==> config.mk <==
export PLATFORM = sky130hd
export DESIGN_NAME = target_lut_encoder
export DESIGN_NICKNAME = d
export VERILOG_FILES = /design/src/rtl/target_lut_pkg.sv /design/src/rtl/target_table.sv /design/src/rtl/target_lut_encoder.sv
export SDC_FILE = /design/constraint.sdc
export NUM_CORES = 1
export LEC_CHECK = 0
export ABC_AREA = 1
export CAP_MARGIN = 25
export CELL_PAD_IN_SITES_DETAIL_PLACEMENT = 1
export CELL_PAD_IN_SITES_GLOBAL_PLACEMENT = 2
export CORE_MARGIN = 3
export CORE_UTILIZATION = 34
export CTS_CLUSTER_DIAMETER = 50
export CTS_CLUSTER_SIZE = 10
export DETAILED_ROUTE_END_ITERATION = 10
export MAX_ROUTING_LAYER = met4
export PLACE_DENSITY_LB_ADDON = 0.1
export SLEW_MARGIN = 15
export SYNTH_ARGS = -nofsm -noshare
export SYNTH_HDL_FRONTEND = slang
export SYNTH_SLANG_ARGS = --single-unit
==> constraint.sdc <==
create_clock -name Clk -period 2.1 [get_ports Clk]
set_input_delay 0.42 -clock Clk [delete_from_list [all_inputs] [get_ports Clk]]
set_output_delay 0.42 -clock Clk [all_outputs]
set_load 0.005 [all_outputs]
==> src/rtl/target_lut_pkg.sv <==
// Shared constants for the PC-target lookup table and its reverse encoder.
package target_lut_pkg;

  localparam int PC_WIDTH_DEFAULT = 12;
  localparam int ENTRIES          = 16;
  localparam int IDX_W            = 4;

  // Standard target constants, also loaded by the forward LUT at reset
  localparam logic [PC_WIDTH_DEFAULT-1:0] RESET_TARGETS [ENTRIES] = '{
    12'h0FC, 12'h019, 12'h03B, 12'h03D, 12'h011, 12'h015, 12'h01B, 12'h03A,
    12'h03F, 12'h047, 12'h05C, 12'h05D, 12'h07F, 12'h09B, 12'h0A4, 12'h001
  };

  typedef enum logic [1:0] {
    IDLE,
    SEARCH,
    RESP
  } state_t;

endpackage

==> src/rtl/target_table.sv <==
// 16-entry PC target register file: synchronous write, combinational read,
// synchronous reset back to the standard target constants.
module target_table
  import target_lut_pkg::*;
#(
  parameter int PC_width = PC_WIDTH_DEFAULT
) (
  input  logic                Clk,
  input  logic                Reset_n,
  input  logic                wr_en,
  input  logic [IDX_W-1:0]    wr_addr,
  input  logic [PC_width-1:0] wr_data,
  input  logic [IDX_W-1:0]    rd_addr,
  output logic [PC_width-1:0] rd_data
);

  logic [PC_width-1:0] mem [ENTRIES];

  always_ff @(posedge Clk) begin
    if (!Reset_n) begin
      for (int i = 0; i < ENTRIES; i++) begin
        mem[i] <= PC_width'(RESET_TARGETS[i]);
      end
    end else if (wr_en) begin
      mem[wr_addr] <= wr_data;
    end
  end

  // Read sees the pre-edge value, so a same-cycle write never affects a compare
  assign rd_data = mem[rd_addr];

endmodule

==> src/rtl/target_lut_encoder.sv <==
// Reverse lookup: sequentially searches the target table for a PC and returns
// the lowest matching index, or a miss after entry 15.
//   state  | meaning
//   IDLE   | ready for a request
//   SEARCH | comparing entry[cnt] with the latched target, one per cycle
//   RESP   | result held until the consumer takes it
module target_lut_encoder
  import target_lut_pkg::*;
#(
  parameter int PC_width = PC_WIDTH_DEFAULT
) (
  input  logic                Clk,
  input  logic                Reset_n,
  input  logic                wr_en,
  input  logic [IDX_W-1:0]    wr_addr,
  input  logic [PC_width-1:0] wr_data,
  input  logic                req_valid,
  output logic                req_ready,
  input  logic [PC_width-1:0] req_target,
  output logic                rsp_valid,
  input  logic                rsp_ready,
  output logic [IDX_W-1:0]    rsp_index,
  output logic                rsp_hit
);

  localparam logic [IDX_W-1:0] LAST_IDX = IDX_W'(ENTRIES - 1);

  state_t              state_q, state_d;
  logic [IDX_W-1:0]    cnt_q, cnt_d;
  logic [PC_width-1:0] target_q, target_d;
  logic [IDX_W-1:0]    idx_q, idx_d;
  logic                hit_q, hit_d;
  logic [PC_width-1:0] entry;
  logic                match;

  target_table #(
    .PC_width (PC_width)
  ) u_table (
    .Clk     (Clk),
    .Reset_n (Reset_n),
    .wr_en   (wr_en),
    .wr_addr (wr_addr),
    .wr_data (wr_data),
    .rd_addr (cnt_q),
    .rd_data (entry)
  );

  assign match = (entry == target_q);

  always_ff @(posedge Clk) begin
    if (!Reset_n) begin
      state_q  <= IDLE;
      cnt_q    <= '0;
      target_q <= '0;
      idx_q    <= '0;
      hit_q    <= 1'b0;
    end else begin
      state_q  <= state_d;
      cnt_q    <= cnt_d;
      target_q <= target_d;
      idx_q    <= idx_d;
      hit_q    <= hit_d;
    end
  end

  always_comb begin
    state_d  = state_q;
    cnt_d    = cnt_q;
    target_d = target_q;
    idx_d    = idx_q;
    hit_d    = hit_q;
    unique case (state_q)
      IDLE: begin
        if (req_valid) begin
          target_d = req_target;
          cnt_d    = '0;
          state_d  = SEARCH;
        end
      end
      SEARCH: begin
        if (match) begin
          idx_d   = cnt_q;
          hit_d   = 1'b1;
          state_d = RESP;
        end else if (cnt_q == LAST_IDX) begin
          idx_d   = '0;
          hit_d   = 1'b0;
          state_d = RESP;
        end else begin
          cnt_d = cnt_q + 1'b1;
        end
      end
      RESP: begin
        if (rsp_ready) begin
          state_d = IDLE;
        end
      end
      default: state_d = IDLE;
    endcase
  end

  assign req_ready = (state_q == IDLE);
  assign rsp_valid = (state_q == RESP);
  assign rsp_index = idx_q;
  assign rsp_hit   = hit_q;

endmodule

==> summary.txt, run 1 <==
Clock tree
  • Skew-Pair Late Insertion Delay: 0.50 ns
  • CTS tree: done
  • Sink Count: 219
  • Hold-fix buffers at CTS: 0
  • # H-tree levels: 2
  • Root buf cell: clkbuf_16
  • Num CTS Buffers: 36
  • Clock transition at path regs: 0.06 ns
  • Clock tree buffer depth: 3

Synth
  • Synthesized flop and latch total: 219
  • Commonest cells post-synth: nand2_1 (403), edfxtp_1 (192), nor2_1 (191)
  • Avg Cell Area, Syn: 8.72 µm²
  • Number of flops mapped to enable cells by yosys: 192
  • Most numerous cell in the Yosys netlist: nand2_1
  • Yosys top cell area share: 0.558
  • Mapped Nets: 1220
  • Synth Flop Type: edfxtp_1
  • Cells after Synth: 1186
  • Share of flip-flops with an asynchronous set or reset: 0
  • Synth Warn #: 0
  • Dominant cells by area after synthesis: edfxtp_1 (56%), nand2_1 (15%), nor2_1 (6.9%)
  • Post-Syn Area: 10300 µm²
  • Sequential element share of the synthesized area: 0.610
  • Area leader, netlist: edfxtp_1
  • Yosys cell types: 26

Global routing
  • Gr busiest metal: met2
  • Total track usage: 0.227
  • GR Util met1: 0.306
  • GR Layer Usage met2: 0.360
  • Met3 GRT Util: 0.0309
  • Largest net degree at the start of global routing: 30
  • Grt ovf: 0
  • Initial antenna violation count: 0
  • Number of global-route vias before repair: 8892
  • First-pass GRT wire length: 54700 µm

Routing
  • Via density: 4.84
  • Drt first pass iters: 7
  • Final ANT Viol Nets: 0
  • Routed wire length: 35700 µm
  • # DRC: 0
  • Post-DR wirelength/cell: 20.5 µm
  • Drt initial violations: 502
  • Vias: 8439

Floorplan
  • Die Height: 180 µm
  • DIE WIDTH: 180 µm
  • I/O pin total: 40
  • # rows: 63
  • Full die area: 32500 µm²
  • Core footprint: 29800 µm²
  • Starting Density: 0.347

Setup path
  • Flop2flop setup slack: -0.26 ns
  • Startpoint Class: flop
  • Worst r2r path cells: 17
  • Slowest CP cell: dfxtp_4
  • Crit end category: flop
  • Cell mode on critical path: nand2_1
  • Crit path max-delay family: simple AND/OR/NAND/NOR gates
  • Setup CP Type: flop to flop
  • Worst path arrival time: 2.75 ns
  • Cells along the critical path: buf_8 -> buf_12 -> buf_12 -> nand2_1 -> nand2_1 -> nand2_1 -> nand3_1 -> nand3_2 -> nand2_1 -> nand2_1 -> nand2_1 -> nand2_2 -> nor2_4 -> nand4_4 -> buf_6 -> nand3_2 -> a21oi_2
  • Reg-to-Reg End: rsp_index[1]
  • CP required: 2.49 ns
  • Crit-path max FO: 6
  • Critical Path Max Stage Delay: 0.42 ns
  • Critical Path Stages: 17
  • WP buf/inv: 4

STA
  • Setup violators final: 15
  • Worst-margin pin slew: 0.389 ns
  • Clock skew: 0.0119 ns
  • Final Max Slew Viols: 0
  • Fin. Hold Viols: 0
  • Worst slew margin: 0.740
  • Setup slack after layout: -0.264 ns
  • Final worst path period need: 2.36 ns
  • Peak Freq: 423 MHz
  • Tcrit/Tclk final: 1.13
  • Final Hold Slack: 0.469 ns
  • RSZ-0062 raised after global routing: yes

Placement
  • Port buffer count: 39
  • Placed Instances: 1668
  • Worst setup slack after placement: -0.499 ns
  • GPL Wtd Cong: 0.796
  • Area post-placement: 12000 µm²
  • DP HPWL: 23000 µm

Min path
  • Min-Delay Path Depth: 2
  • Worst hold path startpoint: rsp_index[3]
  • Hold Path Class: flop to flop
  • Hold endpoint: rsp_index[3]

Finish
  • Final instance area: 13900 µm²
  • Post-route insts no fill: 1743
  • Synth-to-Final Area Change: 34.4%
  • # nets final: 1367
  • Share of layout cells above drive strength 1: 0.188
  • Diodes inserted: 0

Pwr
  • Leakage: 5.93 nW
  • Max IR drop VDD: 0.000548 V
  • Power Dens Cells: 910 nW/µm²
  • Total power draw: 0.0126 W

Run
  • # Max-Cap Violations: 0

Run status
  • Run status: finished with violations
  • Failing checks: negative setup slack
[per-layer routing]
layer,up-vias,wire length (µm)
met5,-,0
met4,0,1060
met3,64,1450
met2,180,16500
met1,4102,16700
li1,4093,-
[worst min-delay path, cell delays in order, from the launching register on]
cell and delay (ns):
dfxtp_1 0.31, nand3_2 0.07, a21oi_2 0.04
[per-stage QoR]
stage	utilization	setup TNS, ns
after CTS	0.464	-3.24
final	0.466	-3.33
after floorplan	-	0
after global routing	0.466	-5.39
after global placement	0.403	-79.49
after detailed placement	0.403	-73.54
[timing repair]
| item | in CTS | in global routing |
|---|---|---|
| endpoints found under the setup margin | 15 | 34 |
| buffers inserted | 9 | 0 |
| pin swaps | 36 | 23 |
| cloned | 9 | 0 |
| resized for setup | 69 | 27 |
[cells in the final DEF (no fill, tap or decap), types with 4 or more instances in the layout]
cell,n
nand3_4,7
a21oi_1,12
buf_16,6
edfxtp_1,192
nand3_1,84
inv_1,119
buf_12,25
bufinv_16,4
clkinv_1,9
dfxtp_1,25
nor2_4,6
o21ai_0,19
nand3_2,32
nor2_2,4
buf_4,90
clkbuf_16,38
inv_2,4
o211ai_1,6
clkdlybuf4s50_1,39
a21oi_2,4
nor2_1,184
nand2_2,10
clkinv_2,5
nand2_1,393
o21ai_1,7
[registers in the layout (all words and copies together) (netlist names), named ones only]
name         count
cnt_q            4
rsp_hit          1
rsp_index        4
state_q          2
target_q        12
u_table.mem    192
[cell type report]
class	instances	area [µm²]
inverter	131	499
fill	3426	15900
clock inverter	19	220
sequential	219	6310
tap	390	488
timing repair buffer	167	1880
clock buffer	39	955
multi-input combinational	778	3540
[power by group]
group | switching [W] | internal [W] | total [W]
combinational | 0.00103 | 0.000650 | 0.00168
sequential | 0.000102 | 0.00498 | 0.00508
clock | 0.00211 | 0.00377 | 0.00588
total | 0.00325 | 0.00940 | 0.0126
[logic make-up after synthesis]
kind of cell	share of synthesized area
AND/OR/NAND/NOR	0.282
flip-flops	0.610
buffers and inverters	0.0796
AO/OA/AOI/OAI	0.0259
XOR/XNOR	0.000847
adder cells (fa/ha/maj)	0.00121
[worst max-delay path by stage]
stage / startpoint / slack, ns / end
after floorplan: Reset_n / 0.03 / u_table.mem[6][0]
after global placement: Reset_n / -0.52 / u_table.mem[5][11]
after detailed placement: Reset_n / -0.50 / u_table.mem[5][6]
after CTS: flop / -0.26 / rsp_index[0]
after global routing: flop / -0.39 / rsp_index[1]
final: flop / -0.26 / rsp_index[1]
Power figures use the tool's default switching activity.
==> inputs of run 2 (changes only) <==
Settings changed: HOLD_SLACK_MARGIN set to 0.02.
==> results of run 2 <==
No change in the layout: final DEF, timing and power equal those of run 1.
==> inputs of run 3 (changes only) <==
Settings changed: CTS_CLUSTER_DIAMETER 50 to 150.
==> run 3 against run 2 <==
  * The flow still finishes with violations (negative setup slack)
  * Core utilization is 0.69 points lower
  * Sequential share of layout area is 0.68 points higher
  * Clock skew is 0.0021 ns lower
  * Worst hold slack hardly changed
  * Wire length is 1.2% higher
  * Clock power is 32% lower
  * Power is 14% lower
  * Setup slack worse by 0.012 ns
  * Highest routed layer unchanged
==> summary.txt, run 3 (synthesis gave the netlist of run 1 again) <==
Global routing
  • Largest net degree at the start of global routing: 30 (unchanged)
  • Initial antenna violation count: 0 (unchanged)
  • Total track usage: 0.222 (-0.00486)
  • Number of global-route vias before repair: 8730 (-1.8%)
  • First-pass GRT wire length: 53800 µm (-1.5%)
  • Grt ovf: 0 (unchanged)

Floorplan
  • I/O pin total: 40 (unchanged)
  • Core footprint: 29800 µm² (unchanged)
  • Die Height: 180 µm (unchanged)
  • Starting Density: 0.347 (unchanged)
  • # rows: 63 (unchanged)
  • DIE WIDTH: 180 µm (unchanged)
  • Full die area: 32500 µm² (unchanged)

Setup path
  • Cells along the critical path: clkinv_8 -> buf_12 -> buf_16 -> nand2_1 -> nand3_1 -> nand3_1 -> nand3_1 -> nand2_1 -> nand2_1 -> nand2_1 -> nand2_2 -> nor2_4 -> nand4_4 -> nand3_4 -> nor2_4 -> nor2_1
  • Setup CP Type: flop to flop
  • WP buf/inv: 3 (-1)
  • Slowest CP cell: dfxtp_4
  • Worst path arrival time: 2.84 ns (+0.09 ns)
  • Crit end category: flop
  • CP required: 2.56 ns (+0.07 ns)
  • Cell mode on critical path: nand2_1
  • Crit path max-delay family: simple AND/OR/NAND/NOR gates
  • Startpoint Class: flop
  • Critical Path Max Stage Delay: 0.49 ns (+0.07 ns)
  • Crit-path max FO: 16 (+10)

Routing
  • Drt first pass iters: 7 (unchanged)
  • Via density: 4.84 (about the same)
  • Vias: 8410 (-0.34%)
  • Post-DR wirelength/cell: 20.8 µm (+1.5%)
  • Final ANT Viol Nets: 0 (unchanged)
  • Routed wire length: 36200 µm (+1.2%)
  • # DRC: 0 (unchanged)
  • Drt initial violations: 501 (-0.20%)

Clock tree
  • Clock tree buffer depth: 3 (unchanged)
  • Skew-Pair Late Insertion Delay: 0.52 ns (+0.02 ns)
  • Sink Count: 219 (unchanged)
  • Root buf cell: clkbuf_16
  • Num CTS Buffers: 25 (-31%)
  • Hold-fix buffers at CTS: 0 (unchanged)
  • CTS tree: done
  • Clock transition at path regs: 0.06 ns (about the same)
  • # H-tree levels: 1 (-1)

Finish
  • Diodes inserted: 0 (unchanged)
  • Commonest cells after routing, fill and taps aside: nand2_1 (387), edfxtp_1 (192), nor2_1 (181)
  • Synth-to-Final Area Change: 32.4%
  • Share of layout cells above drive strength 1: 0.195 (+0.00678)
  • Core Util, Final: 0.460 (-0.00689)
  • Fillers: 3456 (+0.88%)
  • Largest regs: u_table.mem x192, target_q x12
  • Area of the multi-input gates: 3720 µm² (+4.9%)
  • # nets final: 1363 (-0.29%)
  • Max FFs per register: 192 (unchanged)
  • Top reg by flops: u_table.mem
  • Commonest non-fill, non-tap cell in the layout: nand2_1
  • Reg area: 6310 µm² (unchanged)

STA
  • Peak Freq: 421 MHz (-0.51%)
  • Clock skew: 0.00985 ns (-0.00208 ns)
  • Final Max Slew Viols: 0 (unchanged)
  • Final worst path period need: 2.38 ns (+0.0121 ns)
  • Setup TNS: -3.63 ns (-0.302 ns)
  • Worst-margin pin slew: 0.383 ns (-0.00591 ns)
  • Tcrit/Tclk final: 1.13 (+0.00575)
  • Fin. Hold Viols: 0 (unchanged)
  • Setup slack after layout: -0.276 ns (-0.0121 ns)
  • Worst slew margin: 0.744 (+0.00395)
  • Setup violators final: 15 (unchanged)
  • RSZ-0062 raised after global routing: yes

Placement
  • DP HPWL: 23000 µm (unchanged)
  • Port buffer count: 39 (unchanged)
  • GPL Wtd Cong: 0.796 (unchanged)

Pwr
  • Leakage: 5.78 nW (-2.4%)
  • Max IR drop VDD: 0.000495 V (-9.7%)
  • Power Dens Cells: 791 nW/µm² (-13%)

Run
  • # Max-Cap Violations: 0 (unchanged)

Run status
  • Failing checks: negative setup slack
  • Run status: finished with violations

Min path
  • Hold Path Class: flop to flop
[run 3: changes by cell type in the layout (fill, tap and decap cells not counted), moves of 5 or more]
cell and delta:
nand2_2 +5, buf_6 +5, nand3_1 -24, clkbuf_1 +19, nand2_1 -6, nand3_2 +20
clkinv_2 -5, clkbuf_16 -10
[run 3: what timing repair did]
item,CTS,global route
buffers inserted,9,4
setup endpoints to repair,15,27
pin swaps,26,39
gates cloned,8,4
gates resized for setup,75,62
[run 3: final cells by class]
| class | instances | share of cell area |
|---|---|---|
| well taps | 390 | 0.0356 |
| clock buffers | 45 | 0.0512 |
| repair inverters | 1 | 0.000457 |
| flip-flops and latches | 219 | 0.461 |
| repair buffers | 173 | 0.144 |
| multi-input cells | 778 | 0.271 |
| inverters | 131 | 0.0368 |
[run 3: per-layer routing]
layer  track usage  vias up  wire length [µm]
li1              -     4078                 -
met1         0.305     4149             16900
met2         0.361      142             17300
met3        0.0277       41              1390
met4        0.0402        0               569
met5             -        -                 0
[run 3: metrics by stage]
| step | std cells | cell area, µm² | hold WS [ns] | worst slack [ns] | total power, W |
|---|---|---|---|---|---|
| final | 1737 | 13700 | 0.469 | -0.276 | 0.0108 |
| after global routing | 1737 | 13700 | 0.499 | -0.416 | 0.0113 |
| after CTS | 1730 | 13300 | 0.480 | -0.203 | 0.0108 |
| after detailed placement | 1668 | 12000 | 0.467 | -0.499 | 0.00658 |
| after global placement | 1668 | 12000 | 0.467 | -0.524 | 0.00656 |
| after floorplan | 1186 | 10300 | 0.444 | 0.0340 | 0.00589 |
[run 3: where the power goes]
group | switching, W | leakage [nW] | internal (W)
combinational | 0.00109 | 3.36 | 0.000689
clock | 0.00175 | 0.332 | 0.00222
sequential | 0.000107 | 2.09 | 0.00498
total | 0.00294 | 5.78 | 0.00789
[run 3: worst min-delay path: stages (launching register included)]
cell and delay (ns):
dfxtp_1 0.32, nand3_2 0.07, a21oi_2 0.04
[run 3: path summary, 6_finish.rpt]
check	slack, ns	endpoint	start	cells past startpoint
worst min-delay path	0.47	rsp_index[3]	rsp_index[3]	2
worst min register to register	0.47	rsp_index[3]	rsp_index[3]	2
worst max-delay path	-0.28	cnt_q[1]	flop	16
worst max register to register	-0.28	cnt_q[1]	flop	16
